File: src/rtl/uart_rx.sv
// UART receiver for 8N1/8P1 frames: oversampled start detection, 3-sample majority vote per bit,
// parity and stop checking, with one-cycle result pulses.
module uart_rx #(
  parameter int unsigned OVERSAMPLE = 8
) (
  input  logic       CLK,
  input  logic       RST,
  input  logic       RX_IN,
  input  logic       PAR_EN,
  input  logic       PAR_TYP,
  output logic [7:0] P_DATA,
  output logic       Data_Valid,
  output logic       Par_Err,
  output logic       Stop_Err,
  output logic       Busy
);

  localparam int unsigned CntW = (OVERSAMPLE > 1) ? $clog2(OVERSAMPLE) : 1;

  typedef logic [CntW-1:0] cnt_t;

  localparam cnt_t CntLast = cnt_t'(OVERSAMPLE - 1);
  localparam cnt_t CntS0   = cnt_t'(OVERSAMPLE / 2 - 1);
  localparam cnt_t CntS1   = cnt_t'(OVERSAMPLE / 2);
  localparam cnt_t CntS2   = cnt_t'(OVERSAMPLE / 2 + 1);

  typedef enum logic [2:0] {
    StIdle,
    StStart,
    StData,
    StParity,
    StStop
  } state_e;

  state_e     state_q;
  logic [1:0] sync_q;
  cnt_t       edge_cnt_q;
  logic [2:0] bit_cnt_q;
  logic [2:0] samp_q;
  logic [7:0] shift_q;
  logic       par_en_q;
  logic       par_typ_q;
  logic       par_bad_q;

  logic       rx_s;
  logic [2:0] samp_cur;
  logic       vote;
  logic       bit_done;
  logic       exp_par;

  assign rx_s     = sync_q[1];
  assign bit_done = (edge_cnt_q == CntLast);
  assign exp_par  = (^shift_q) ^ par_typ_q;

  // Fold this cycle's sample in so the vote is correct even when the last sample point
  // coincides with the decision count (OVERSAMPLE = 4).
  always_comb begin
    samp_cur = samp_q;
    if (edge_cnt_q == CntS0) samp_cur[0] = rx_s;
    if (edge_cnt_q == CntS1) samp_cur[1] = rx_s;
    if (edge_cnt_q == CntS2) samp_cur[2] = rx_s;
  end

  assign vote = (samp_cur[0] & samp_cur[1]) | (samp_cur[0] & samp_cur[2]) |
                (samp_cur[1] & samp_cur[2]);

  always_ff @(posedge CLK or negedge RST) begin
    if (!RST) begin
      state_q    <= StIdle;
      sync_q     <= 2'b11;
      edge_cnt_q <= '0;
      bit_cnt_q  <= '0;
      samp_q     <= 3'b111;
      shift_q    <= '0;
      par_en_q   <= 1'b0;
      par_typ_q  <= 1'b0;
      par_bad_q  <= 1'b0;
      P_DATA     <= '0;
      Data_Valid <= 1'b0;
      Par_Err    <= 1'b0;
      Stop_Err   <= 1'b0;
      Busy       <= 1'b0;
    end else begin
      sync_q     <= {sync_q[0], RX_IN};
      Data_Valid <= 1'b0;
      Par_Err    <= 1'b0;
      Stop_Err   <= 1'b0;

      if (state_q != StIdle) begin
        samp_q     <= samp_cur;
        edge_cnt_q <= bit_done ? '0 : edge_cnt_q + cnt_t'(1);
      end

      case (state_q)
        StIdle: begin
          edge_cnt_q <= '0;
          bit_cnt_q  <= '0;
          // The detection cycle itself is count 0 of the start bit.
          if (!rx_s) begin
            state_q    <= StStart;
            edge_cnt_q <= cnt_t'(1);
            par_en_q   <= PAR_EN;
            par_typ_q  <= PAR_TYP;
            par_bad_q  <= 1'b0;
            Busy       <= 1'b1;
          end
        end

        StStart: begin
          if (bit_done) begin
            if (vote) begin
              state_q <= StIdle;
              Busy    <= 1'b0;
            end else begin
              state_q <= StData;
            end
          end
        end

        StData: begin
          if (bit_done) begin
            shift_q   <= {vote, shift_q[7:1]};
            bit_cnt_q <= bit_cnt_q + 3'd1;
            if (bit_cnt_q == 3'd7) begin
              state_q <= par_en_q ? StParity : StStop;
            end
          end
        end

        StParity: begin
          if (bit_done) begin
            par_bad_q <= (vote != exp_par);
            state_q   <= StStop;
          end
        end

        StStop: begin
          if (bit_done) begin
            state_q <= StIdle;
            Busy    <= 1'b0;
            if (vote && !par_bad_q) begin
              P_DATA     <= shift_q;
              Data_Valid <= 1'b1;
            end else if (vote) begin
              Par_Err <= 1'b1;
            end else begin
              Stop_Err <= 1'b1;
              Par_Err  <= par_bad_q;
            end
          end
        end

        default: begin
          state_q <= StIdle;
          Busy    <= 1'b0;
        end
      endcase
    end
  end

endmodule

File: config.mk
export PLATFORM = sky130hd
export DESIGN_NAME = uart_rx
export DESIGN_NICKNAME = d
export VERILOG_FILES = /design/src/rtl/uart_rx.sv
export SDC_FILE = /design/constraint.sdc
export NUM_CORES = 1
export LEC_CHECK = 0
export CELL_PAD_IN_SITES_DETAIL_PLACEMENT = 1
export CELL_PAD_IN_SITES_GLOBAL_PLACEMENT = 1
export CORE_MARGIN = 8
export CORE_UTILIZATION = 44
export CTS_CLUSTER_SIZE = 14
export DETAILED_ROUTE_END_ITERATION = 16
export PLACE_DENSITY = 0.85
export SYNTH_ARGS = -nofsm -noshare
export SYNTH_HDL_FRONTEND = slang
export SYNTH_SLANG_ARGS = --single-unit
File: constraint.sdc
create_clock -name CLK -period 2.8 [get_ports CLK]
set_input_delay 0.28 -clock CLK [delete_from_list [all_inputs] [get_ports CLK]]
set_output_delay 0.28 -clock CLK [all_outputs]
set_load 0.02 [all_outputs]
==> Word-level counts from Yosys, hierarchy flattened <==
Cells that the tools add are included.
{ "op_classes": {"div_mod_pow": 0, "n_eq_ne": 17, "muxes": 37, "magnitude_cmp": 0, "shift": 0, "n_reduce_logical": 16, "bitwise": 8, "n_addsub": 2, "mul": 0} }
{ "op_table": {"columns": ["operator", "count"], "rows": [
  ["$mux W3", 11],
  ["$mux W1", 21],
  ["$eq A3 B3 Y1 const B", 5],
  ["$pmux W3 S5", 1],
  ["$ne A2 B2 Y1 const B", 7],
  ["$eq A3 B2 Y1 const B", 3],
  ["$reduce_xor A8 Y1", 1],
  ["$add A3 B1 Y3 const B", 2],
  ["$pmux W3 S2", 1],
  ["$reduce_and A2 Y1", 3],
  ["$reduce_and A3 Y1", 2],
  ["$reduce_and A6 Y1", 1],
  ["$reduce_bool A2 Y1", 3],
  ["$reduce_and A5 Y1", 1],
  ["$pmux W1 S4", 1],
  ["$and A1 B1 Y1", 3],
  ["$eq A3 B1 Y1 const B", 1],
  ["$logic_not A3 Y1", 1],
  ["$reduce_bool A3 Y1", 1],
  ["$mux W2", 1],
  ["$not A1 Y1", 2],
  ["$or A1 B1 Y1", 2],
  ["$pmux W1 S2", 1],
  ["$reduce_or A2 Y1", 1],
  ["4 further kinds", 4]
]} }
{ "word_totals": {"elab_cells": 94, "mem_bits_rw": 0, "reg_bits": 37, "output_inout_bits": 12, "input_bits": 5, "mem_bits_ro": 0, "latch_bits": 0, "mem_count": 0} }

==> Depth between registers and ports, before layout <==
Gate-level depths: netlist of the first run.
{ "depth": {"word_depth": 9, "depth_mapped": 8, "depth_no_buf": 7} }

==> Worst setup path after synthesis of the first run <==
OpenSTA, ideal clock, no wires.
{ "synth_timing": {"kind": "reg-to-reg", "from": "register edge_cnt_q[0]", "to": "register P_DATA[0]", "path_slack_ps": 617, "arrival_ps": 2058, "t_required_ps": 2675, "path_buffers": 1, "stages_incl_launch_ff": 8, "cell_sequence": "dfrtp_1 > ha_1 > ha_1 > mux2i_1 > maj3_2 > or3_1 > buf_6 > mux2_4"} }
{ "synth_between": {"elab_chain_cells": 7} }
{ "synth_lines": {"columns": ["element", "line_no", "text"], "rows": [
  ["start, declared", "37", "cnt_t edge_cnt_q;"],
  ["start signal, assigned", "91", "edge_cnt_q <= bit_done ? '0 : edge_cnt_q + cnt_t'(1);"],
  ["start signal, assigned", "101", "edge_cnt_q <= cnt_t'(1);"],
  ["$eq A3 B2 Y1, or another cell as far along", "59", "if (edge_cnt_q == CntS0) samp_cur[0] = rx_s;"],
  ["$mux W1, on equally long branches", "59, 60, 61", null],
  ["$and A1 B1 Y1", "64", "assign vote = (samp_cur[0] & samp_cur[1]) | (samp_cur[0] & samp_cur[2]) |"],
  ["$or A1 B1 Y1 (2 in series)", "64", null],
  ["$logic_and A1 B1 Y1", "141", "if (vote && !par_bad_q) begin"],
  ["$reduce_and A3 Y1 (no line) (*)", null, null],
  ["end signal, assigned", "142", "P_DATA <= shift_q;"],
  ["end, declared", "11", "output logic [7:0] P_DATA,"]
]} }
Mark *: on every way between the ends. The rest lies on a longest branch, timed or not.
A chain may end at the register's enable or synchronous reset.

==> Worst setup path in the final report of the first run <==
{ "layout_timing": {"from": "register edge_cnt_q[0]", "to": "register P_DATA[2]"} }
Same word-level chain as after synthesis.

==> results.md, run 1 <==
- Status: completed
- WL per Instance: 17.18 um
- Post-synth top area cell: dfrtp_1
- Worst Setup SP: edge_cnt_q[0]
- Fillers: 422
- Post-synth EDFFs: 0
- CP top delay family: adder cells
- PnR worst setup slack: 297.3 ps
- Worst EP arrival: 2680 ps
- Drt first pass iters: 4
- Setup slack, reg-to-reg: 300 ps
- Crit path time final: 2503 ps
- Most used cell, CP: ha_1
- FF+latch count, synth: 37
- Endpoint of the worst setup timing path: P_DATA[2]
- Critical Path, Cell by Cell: ha_1, ha_1, mux2i_1, maj3_2, or3_1, mux2_4
- Total global-route track usage: 13.65%
- Final wirelength: 3934 um
- Initial Utilization: 46.43%
- Seq/Total Area, Yosys: 54.02%
- Clk Latency, worst-skew pair: 290 ps
- Antenna diodes: 0
- Multi-input logic area: 733.2 um^2
- # rows: 22
- Clk_skew: 5.895 ps
- Comb pwr share: 30.5%
- Flop pwr share: 46.6%
- # Post-CTS Setup Buffers: 0
- Slew @ Worst Pin: 535.2 ps
- DR vias/cell: 5.328
- Final setup TNS: 0 ps
- Io pins: 17
- Ys async rst share: 100.0%
- First-pass GRT wire length: 6617 um
- Vias in the first global route: 1375
- Worst path slowest cell: or3_1
- Syn_area_per_cell: 10.92 um^2
- Clock power share: 22.9%
- Clock sink count: 37
- Post-synthesis instance area: 0.001725 mm^2
- Slew HR: 64.32%
- Pre-CTS WS: 327.0 ps
- Most utilized layer in the global route result: met2
- R2R cell count: 6
- H-tree depth: 2
- Inst Count DP: 221
- Final Max Slew Viols: 0
- Post-route ant nets: 0
- RSZ-0062 raised after global routing: no
- Hold Fails Final Rpt: 0
- Total vias in the final route: 1220
- Psw: 0.5692 mW
- Switching part of the total: 35.63%
- DRC Markers: 0
- Die Y: 78.62 um
- Synth top area share: 46.41%
- RR Endpoint: P_DATA[2]
- Cts bufs inserted: 5
- Register area: 932.1 um^2
- CTS Hold Bufs: 0
- Crit path depth: 6
- Synth Net Count: 170
- Synth Warn #: 0
- CP max stage delay: 610 ps
- Int Pwr: 1.029 mW
- Crit end category: flop
- Post-synth top flop: dfrtp_1
- CP Max Fanout: 9
- Leak Pwr: 0.9976 nW
- Clock-pin slew on the worst setup and hold paths: 70 ps
- Share of cells above drive strength 1: 16.57%
- Gpl congestion: 0.7454
- Final Util: 54.68%
- RR Startpoint: edge_cnt_q[0]
- Antenna violations before repair: 0
- Clock Tree Root: clkbuf_8
- Power Total: 1.598 mW
- Worst hold path type: in2async
- PwrDens: 786.3 mW/mm^2
- Syn Inst Count: 158
- Post_cts resized: 0
- Die ar.: 0.006181 mm^2
- GR Overflow Total: 0
- WP data required: 2980 ps
- Met3 Usage GRT: 2.847%
- Area Growth Syn to Fin: 17.77%
- Core Region: 0.003716 mm^2
- CP Class: reg2reg
- Synth cell types: 31
- Final Net Count: 192
- Non-Filler Instances: 229
- Bufs on Longest Clock Path: 2
- Global routing usage on met2: 23.78%
- Largest net degree at the start of global routing: 37
- Max VDD drop: 0.4401 mV
- FMAX: 0.3996 GHz
- Met1 usage: 15.41%
- Buffers on Ports: 16
- Setup-failing EPs final: 0
- Final Cycle Share: 89.38%
- Buf+Inv Stages, Crit Path: 0
- CTS tree: yes
- Max-Cap Viols: 0
- DP Wirelength: 2744 um
- Startpoint types: flop
- Drt initial violations: 70
- DIE WIDTH: 78.62 um
- Area contributors post-synth: dfrtp_1, dfstp_2, mux2_4
==> power by group through the flow <==
stage | Sequential [mW] | Combinational, mW | Clock [mW]
5_1_grt | 0.757 | 0.544 | 0.388
3_3_place_gp | 0.737 | 0.440 | 0
4_1_cts | 0.742 | 0.496 | 0.374
6_report | 0.745 | 0.487 | 0.366
2_1_floorplan | 0.713 | 0.362 | 0
3_5_place_dp | 0.748 | 0.479 | 0
==> cells in the final DEF, fill, tap and decap left out, types with 3 or more instances in the layout <==
| cell | count |
|---|---|
| mux2_2 | 3 |
| nand3_1 | 3 |
| inv_1 | 9 |
| o21ai_0 | 8 |
| nor2_1 | 11 |
| mux2i_1 | 3 |
| nand2_1 | 29 |
| and3_1 | 3 |
| clkdlybuf4s50_1 | 16 |
| mux2_4 | 8 |
| dfrtp_1 | 32 |
| buf_4 | 3 |
| o22ai_1 | 3 |
| ha_1 | 7 |
| xnor2_1 | 5 |
| clkbuf_8 | 5 |
| dfstp_2 | 5 |
| a21oi_1 | 9 |
==> cell type report <==
class / count / share of cell area, %
Inverter: 10 / 1.847
Timing Repair Buffer: 19 / 8.990
Sequential cell: 37 / 45.87
Multi-Input combinational cell: 107 / 36.08
Clock inverter: 3 / 0.8621
Tap cell: 48 / 2.956
Clock buffer: 5 / 3.387
==> state kept, by name, summed over array words and instances (netlist names) <==
| name | count |
|---|---|
| edge_cnt_q | 3 |
| par_en_q | 1 |
| samp_q | 3 |
| bit_cnt_q | 3 |
| state_q | 3 |
| Busy | 1 |
| Stop_Err | 1 |
| shift_q | 8 |
| Par_Err | 1 |
| par_bad_q | 1 |
| P_DATA | 8 |
| Data_Valid | 1 |
| par_typ_q | 1 |
| sync_q | 2 |
==> synth_stat cells (all sizes together) (2+ instances only) <==
library cell	n
ha	7
mux2	11
a21oi	9
nand3	3
xor2	2
nor2	11
nand2	29
o22ai	3
dfrtp	32
clkbuf	3
dfstp	5
o21ai	8
o2bb2ai	2
mux2i	3
xnor2	5
and3	3
inv	9
==> worst register-to-register path, cell delays in order (launching register included) <==
cell     delay (ps)
dfrtp_1         410
ha_1            230
ha_1            220
mux2i_1         150
maj3_2          380
or3_1           610
mux2_4          390
==> cells by family after synthesis <==
logic type	Yosys count	synth area share (%)
fa+ha+maj	8	5.729
flops	37	54.03
simple gates	52	12.84
compound gates	25	8.413
mux	14	10.66
buf+inv	14	3.480
xor+xnor	8	4.859
==> worst min path at each step <==
stage | from | to | cells past startpoint
finish | RST | sync_q[0] | 1
global route | RST | sync_q[0] | 1
CTS | RST | sync_q[0] | 1
detailed placement | sync_q[0] | sync_q[1] | 0
global placement | sync_q[0] | sync_q[1] | 0
floorplan | RST | Busy | 0
==> through the flow <==
step / hold slack [ps] / instance area, um^2
2_1_floorplan: -15.59 / 1725
3_3_place_gp: 346.2 / 1946
3_5_place_dp: 347.5 / 1946
4_1_cts: 311.3 / 2032
5_1_grt: 323.4 / 2032
6_report: 308.4 / 2032
==> per-layer routing <==
layer  up-vias  part of all wire, %
met1       613                   44
met3        10                  3.6
met5         -                    0
met4         0                  2.3
li1        577                    -
met2        20                   50
No activity file was read; power rests on OpenSTA's default activity.
==> inputs of run 2 (changes only) <==
- PLACE_DENSITY: 0.85 -> not set
- PLACE_DENSITY_LB_ADDON: not set -> 0.1
- SKIP_CTS_REPAIR_TIMING: not set -> 1
- SLEW_MARGIN: not set -> 20
==> run 2 against run 1 <==
  * Flip-flop and latch count stayed put
  * Final area increased by 0.12%
  * Critical path type unchanged
  * First-iteration DRC count decreased by 23%
  * Worst setup slack gained 53 ps
  * Combinational power is 4.9% lower
  * Sequential power fell by 0.5%
  * Critical endpoint is now P_DATA[0]
  * Largest cell class unchanged
  * Largest power group unchanged
  * Fmax increased by 2.1%
  * Die area unchanged
==> results.md, run 2 (synthesized netlist as in run 1, its figures left out) <==
- Slew HR: 46.42%
- Core Region: 0.003716 mm^2
- CTS tree: yes
- FMAX: 0.4081 GHz
- Psw: 0.5388 mW
- Buffers on Ports: 16
- Final wirelength: 3764 um
- Antenna violations before repair: 0
- PwrDens: 792.7 mW/mm^2
- Largest net degree at the start of global routing: 38
- Vias in the first global route: 1290
- DR vias/cell: 5.316
- RSZ-0062 raised after global routing: no
- Share of cells above drive strength 1: 16.67%
- Area Growth Syn to Fin: 17.91%
- Clk Latency, worst-skew pair: 290 ps
- H-tree depth: 2
- Setup-failing EPs final: 0
- Total vias in the final route: 1212
- WP data required: 2980 ps
- Most frequent cells in the layout: dfrtp_1, nand2_1, clkdlybuf4s50_1
- Status: completed
- # rows: 22
- Die ar.: 0.006181 mm^2
- Startpoint types: flop
- Flop pwr share: 46.0%
- Max VDD drop: 0.5019 mV
- Final setup TNS: 0 ps
- Slew @ Worst Pin: 803.7 ps
- Total global-route track usage: 13.63%
- Inst Count DP: 220
- DP Wirelength: 2711 um
- First-pass GRT wire length: 6499 um
- Non-Filler Instances: 228
- Switching part of the total: 33.41%
- DIE WIDTH: 78.62 um
- Post-route ant nets: 0
- Int Pwr: 1.074 mW
- Worst hold path type: in2async
- Drt first pass iters: 4
- Clock sink count: 37
- Io pins: 17
- Gpl congestion: 0.7611
- Clk_skew: 4.539 ps
- CP Class: reg2reg
- Clock-pin slew on the worst setup and hold paths: 70 ps
- Top flop regs: P_DATA x8, shift_q x8
- Initial Utilization: 46.43%
- Bufs on Longest Clock Path: 2
- Die Y: 78.62 um
- Final Net Count: 191
- Drt initial violations: 54
- Commonest non-fill, non-tap cell in the layout: dfrtp_1
- Crit path time final: 2450 ps
- CP Max Fanout: 9
- Comb pwr share: 28.7%
- Clock power share: 25.3%
- Leak Pwr: 1.002 nW
- Final Cycle Share: 87.51%
- DRC Markers: 0
- GR Overflow Total: 0
- Hold Fails Final Rpt: 0
- Clock Tree Root: clkbuf_8
- Cts bufs inserted: 5
- Final Max Slew Viols: 0
- Antenna diodes: 0
- WL per Instance: 16.51 um
- Crit end category: flop
- Setup slack, reg-to-reg: 350 ps
- Max-Cap Viols: 0
- Worst EP arrival: 2630 ps
run 2: changes by cell type in the layout (fill, tap and decap cells not counted):
cell,before,now
buf_2,0,1
buf_4,3,2
clkbuf_8,5,7
clkdlybuf4s50_1,16,15
clkinv_2,2,1
clkinvlp_4,1,0
run 2: worst paths after layout:
kind                                from             to  cells past startpoint
max                        edge_cnt_q[0]      P_DATA[0]                      6
min                                  RST     state_q[0]                      1
max reg2reg                edge_cnt_q[0]      P_DATA[0]                      6
min reg2reg                    sync_q[0]      sync_q[1]                      0
max in group asynchronous            RST  edge_cnt_q[1]                      1
min in group CLK               sync_q[0]      sync_q[1]                      0
run 2: power groups by stage:
stage | Sequential (mW) | Combinational [mW] | Clock [mW]
floorplan | 0.713 | 0.362 | 0
global placement | 0.740 | 0.439 | 0
detailed placement | 0.748 | 0.467 | 0
CTS | 0.742 | 0.474 | 0.421
global route | 0.757 | 0.532 | 0.442
finish | 0.741 | 0.463 | 0.408
run 2: metal layers:
metal / GRT usage (%) / wire length [um] / up-vias
met5: 0 / 0 / -
met2: 21.46 / 1802 / 18
met3: 4.670 / 190 / 6
met1: 16.39 / 1699 / 614
li1: - / - / 574
met4: 6.296 / 72 / 0
run 2: per-stage QoR:
stage               setup WS (ps)  instance area, um^2  power, mW  utilization [%]  hold slack, ps
floorplan                   616.9                 1725      1.075                -          -15.59
global placement            416.3                 1933      1.180            52.02           347.8
detailed placement          343.2                 1933      1.215            52.02           354.0
CTS                         333.2                 2034      1.637            54.75           110.5
global route                238.5                 2034      1.731            54.75           133.4
finish                      349.8                 2034      1.613            54.75           72.41
run 2: layout make-up:
type / count / area, um^2
Clock buffer: 7 / 96.34
Clock inverter: 1 / 5.005
Fill cell: 420 / 1682
Inverter: 10 / 37.54
Multi-Input combinational cell: 107 / 733.2
Sequential cell: 37 / 932.1
Tap cell: 48 / 60.06
Timing Repair Buffer: 18 / 170.2
run 2: worst max-delay path, cell delays in order, from the launching register on:
cell     delay (ps)
dfrtp_1         410
ha_1            230
ha_1            210
mux2i_1         130
maj3_2          380
or3_1           600
mux2_4          390
==> inputs of run 3 (changes only) <==
- CORE_MARGIN: 8 -> 3
==> run 3 against run 2 <==
  * Hold slack lost 4.5 ps
  * Worst setup slack better by 13 ps
  * Critical path depth unchanged
  * Die area is 24% lower
  * Combinational power about the same
  * Non-clock buffer count is the same
  * Sequential power barely moved
  * Global-route usage is 3.8 points higher
  * Clock power is 34% higher
  * Sequential share of layout area down 0.72 points
  * Register-to-register slack about the same
  * Utilization grew 0.88 points
  * Largest cell class unchanged
==> results.md, run 3 (synthesized netlist as in run 1, its figures left out) <==
- Switching part of the total: 31.13%
- Final wirelength: 3540 um
- Area Growth Syn to Fin: 19.80%
- Clk Latency, worst-skew pair: 290 ps
- Antenna violations before repair: 0
- Slew @ Worst Pin: 800.4 ps
- Drt initial violations: 51
- Die Y: 68.62 um
- H-tree depth: 2
- CP Class: reg2reg
- Commonest non-fill, non-tap cell in the layout: dfrtp_1
- Share of cells above drive strength 1: 16.67%
- Leak Pwr: 1.016 nW
- Met3 Usage GRT: 5.186%
- Status: completed
- DP Wirelength: 2502 um
- WP data required: 2980 ps
- First-pass GRT wire length: 5871 um
- Antenna diodes: 0
- DR vias/cell: 5.316
- Final Net Count: 191
- Final Max Slew Viols: 0
- Most utilized layer in the global route result: met2
- Gpl congestion: 0.7941
- Worst hold path type: in2async
- Initial Utilization: 46.43%
- WL per Instance: 15.53 um
- Setup-failing EPs final: 0
- Final design area excluding fillers: 0.002067 mm^2
- Flop pwr share: 42.3%
- Core Region: 0.003716 mm^2
- Cts bufs inserted: 5
- Worst EP arrival: 2620 ps
- Drt first pass iters: 4
- DRC Markers: 0
- PwrDens: 847.0 mW/mm^2
- Max VDD drop: 0.7100 mV
- Int Pwr: 1.206 mW
- Met1 usage: 22.99%
- Total vias in the final route: 1212
- Bufs on Longest Clock Path: 2
- Final setup TNS: 0 ps
- Clock sink count: 37
- Top flop regs: P_DATA x8, shift_q x8
- Area after DPL: 0.001933 mm^2
- Comb pwr share: 26.5%
- Max-Cap Viols: 0
- Final Cycle Share: 87.03%
- Crit path time final: 2437 ps
- Clk_skew: 8.832 ps
- Hold Fails Final Rpt: 0
- Post-route ant nets: 0
- Largest net degree at the start of global routing: 38
- Psw: 0.5451 mW
- RSZ-0062 raised after global routing: no
- DIE WIDTH: 68.62 um
- CTS tree: yes
- # rows: 22
- Startpoint types: flop
- Buffers on Ports: 16
- Clock Tree Root: clkbuf_8
- Most frequent cells in the layout: dfrtp_1, nand2_1, clkdlybuf4s50_1
- Total global-route track usage: 17.43%
- FMAX: 0.4104 GHz
- Global routing usage on met2: 26.46%
- Vias in the first global route: 1208
- Die ar.: 0.004709 mm^2
- Clock-pin slew on the worst setup and hold paths: 80 ps
- Clock power share: 31.2%
- Crit end category: flop
- Io pins: 17
- Slew HR: 46.64%
- GR Overflow Total: 0
- Final Util: 55.62%
- CP Max Fanout: 9
-- run 3: cell types whose count changed in the layout (fill, tap and decap cells not counted), sizes merged --
cell,change
clkbuf,-2
bufinv,+2
-- run 3: metal layers --
layer,wire (um),up-vias
met1,1627,605
met5,0,-
li1,-,581
met3,148,6
met4,61,0
met2,1702,20
-- run 3: worst paths after layout --
| kind | startpoint | to | slack [ps] | cells past startpoint |
|---|---|---|---|---|
| max | edge_cnt_q[0] | P_DATA[4] | 360 | 6 |
| min | RST | bit_cnt_q[2] | 70 | 1 |
| max reg2reg | edge_cnt_q[0] | P_DATA[4] | 360 | 6 |
| min reg2reg | sync_q[0] | sync_q[1] | 360 | 0 |
| max in group asynchronous | RST | shift_q[3] | 2220 | 1 |
| min in group CLK | sync_q[0] | sync_q[1] | 360 | 0 |
-- run 3: cell type report --
| type | count | area, um^2 |
|---|---|---|
| Inverter | 10 | 37.54 |
| Fill cell | 411 | 1649 |
| Clock inverter | 3 | 65.06 |
| Sequential cell | 37 | 932.1 |
| Tap cell | 48 | 60.06 |
| Timing Repair Buffer | 18 | 170.2 |
| Clock buffer | 5 | 68.82 |
| Multi-Input combinational cell | 107 | 733.2 |
-- run 3: worst max-delay path, cell delays in order (launching register included) --
cell and delay, ps:
dfrtp_1 410, ha_1 230, ha_1 210, mux2i_1 130, maj3_2 370, or3_1 600
mux2_4 380
-- run 3: stage by stage --
step | instances | worst slack, ps | total power [mW] | hold slack [ps]
2_1_floorplan | 158 | 616.9 | 1.075 | -15.59
3_3_place_gp | 220 | 416.2 | 1.180 | 346.7
3_5_place_dp | 220 | 346.5 | 1.209 | 350.1
4_1_cts | 228 | 339.8 | 1.768 | 99.25
5_1_grt | 228 | 257.2 | 1.857 | 128.7
6_report | 228 | 363.2 | 1.751 | 67.89
-- run 3: power groups by stage --
stage	clock network, mW	registers [mW]	logic (mW)
floorplan	0	0.713	0.362
global placement	0	0.737	0.442
detailed placement	0	0.747	0.462
CTS	0.560	0.739	0.469
global route	0.584	0.753	0.520
finish	0.547	0.741	0.463
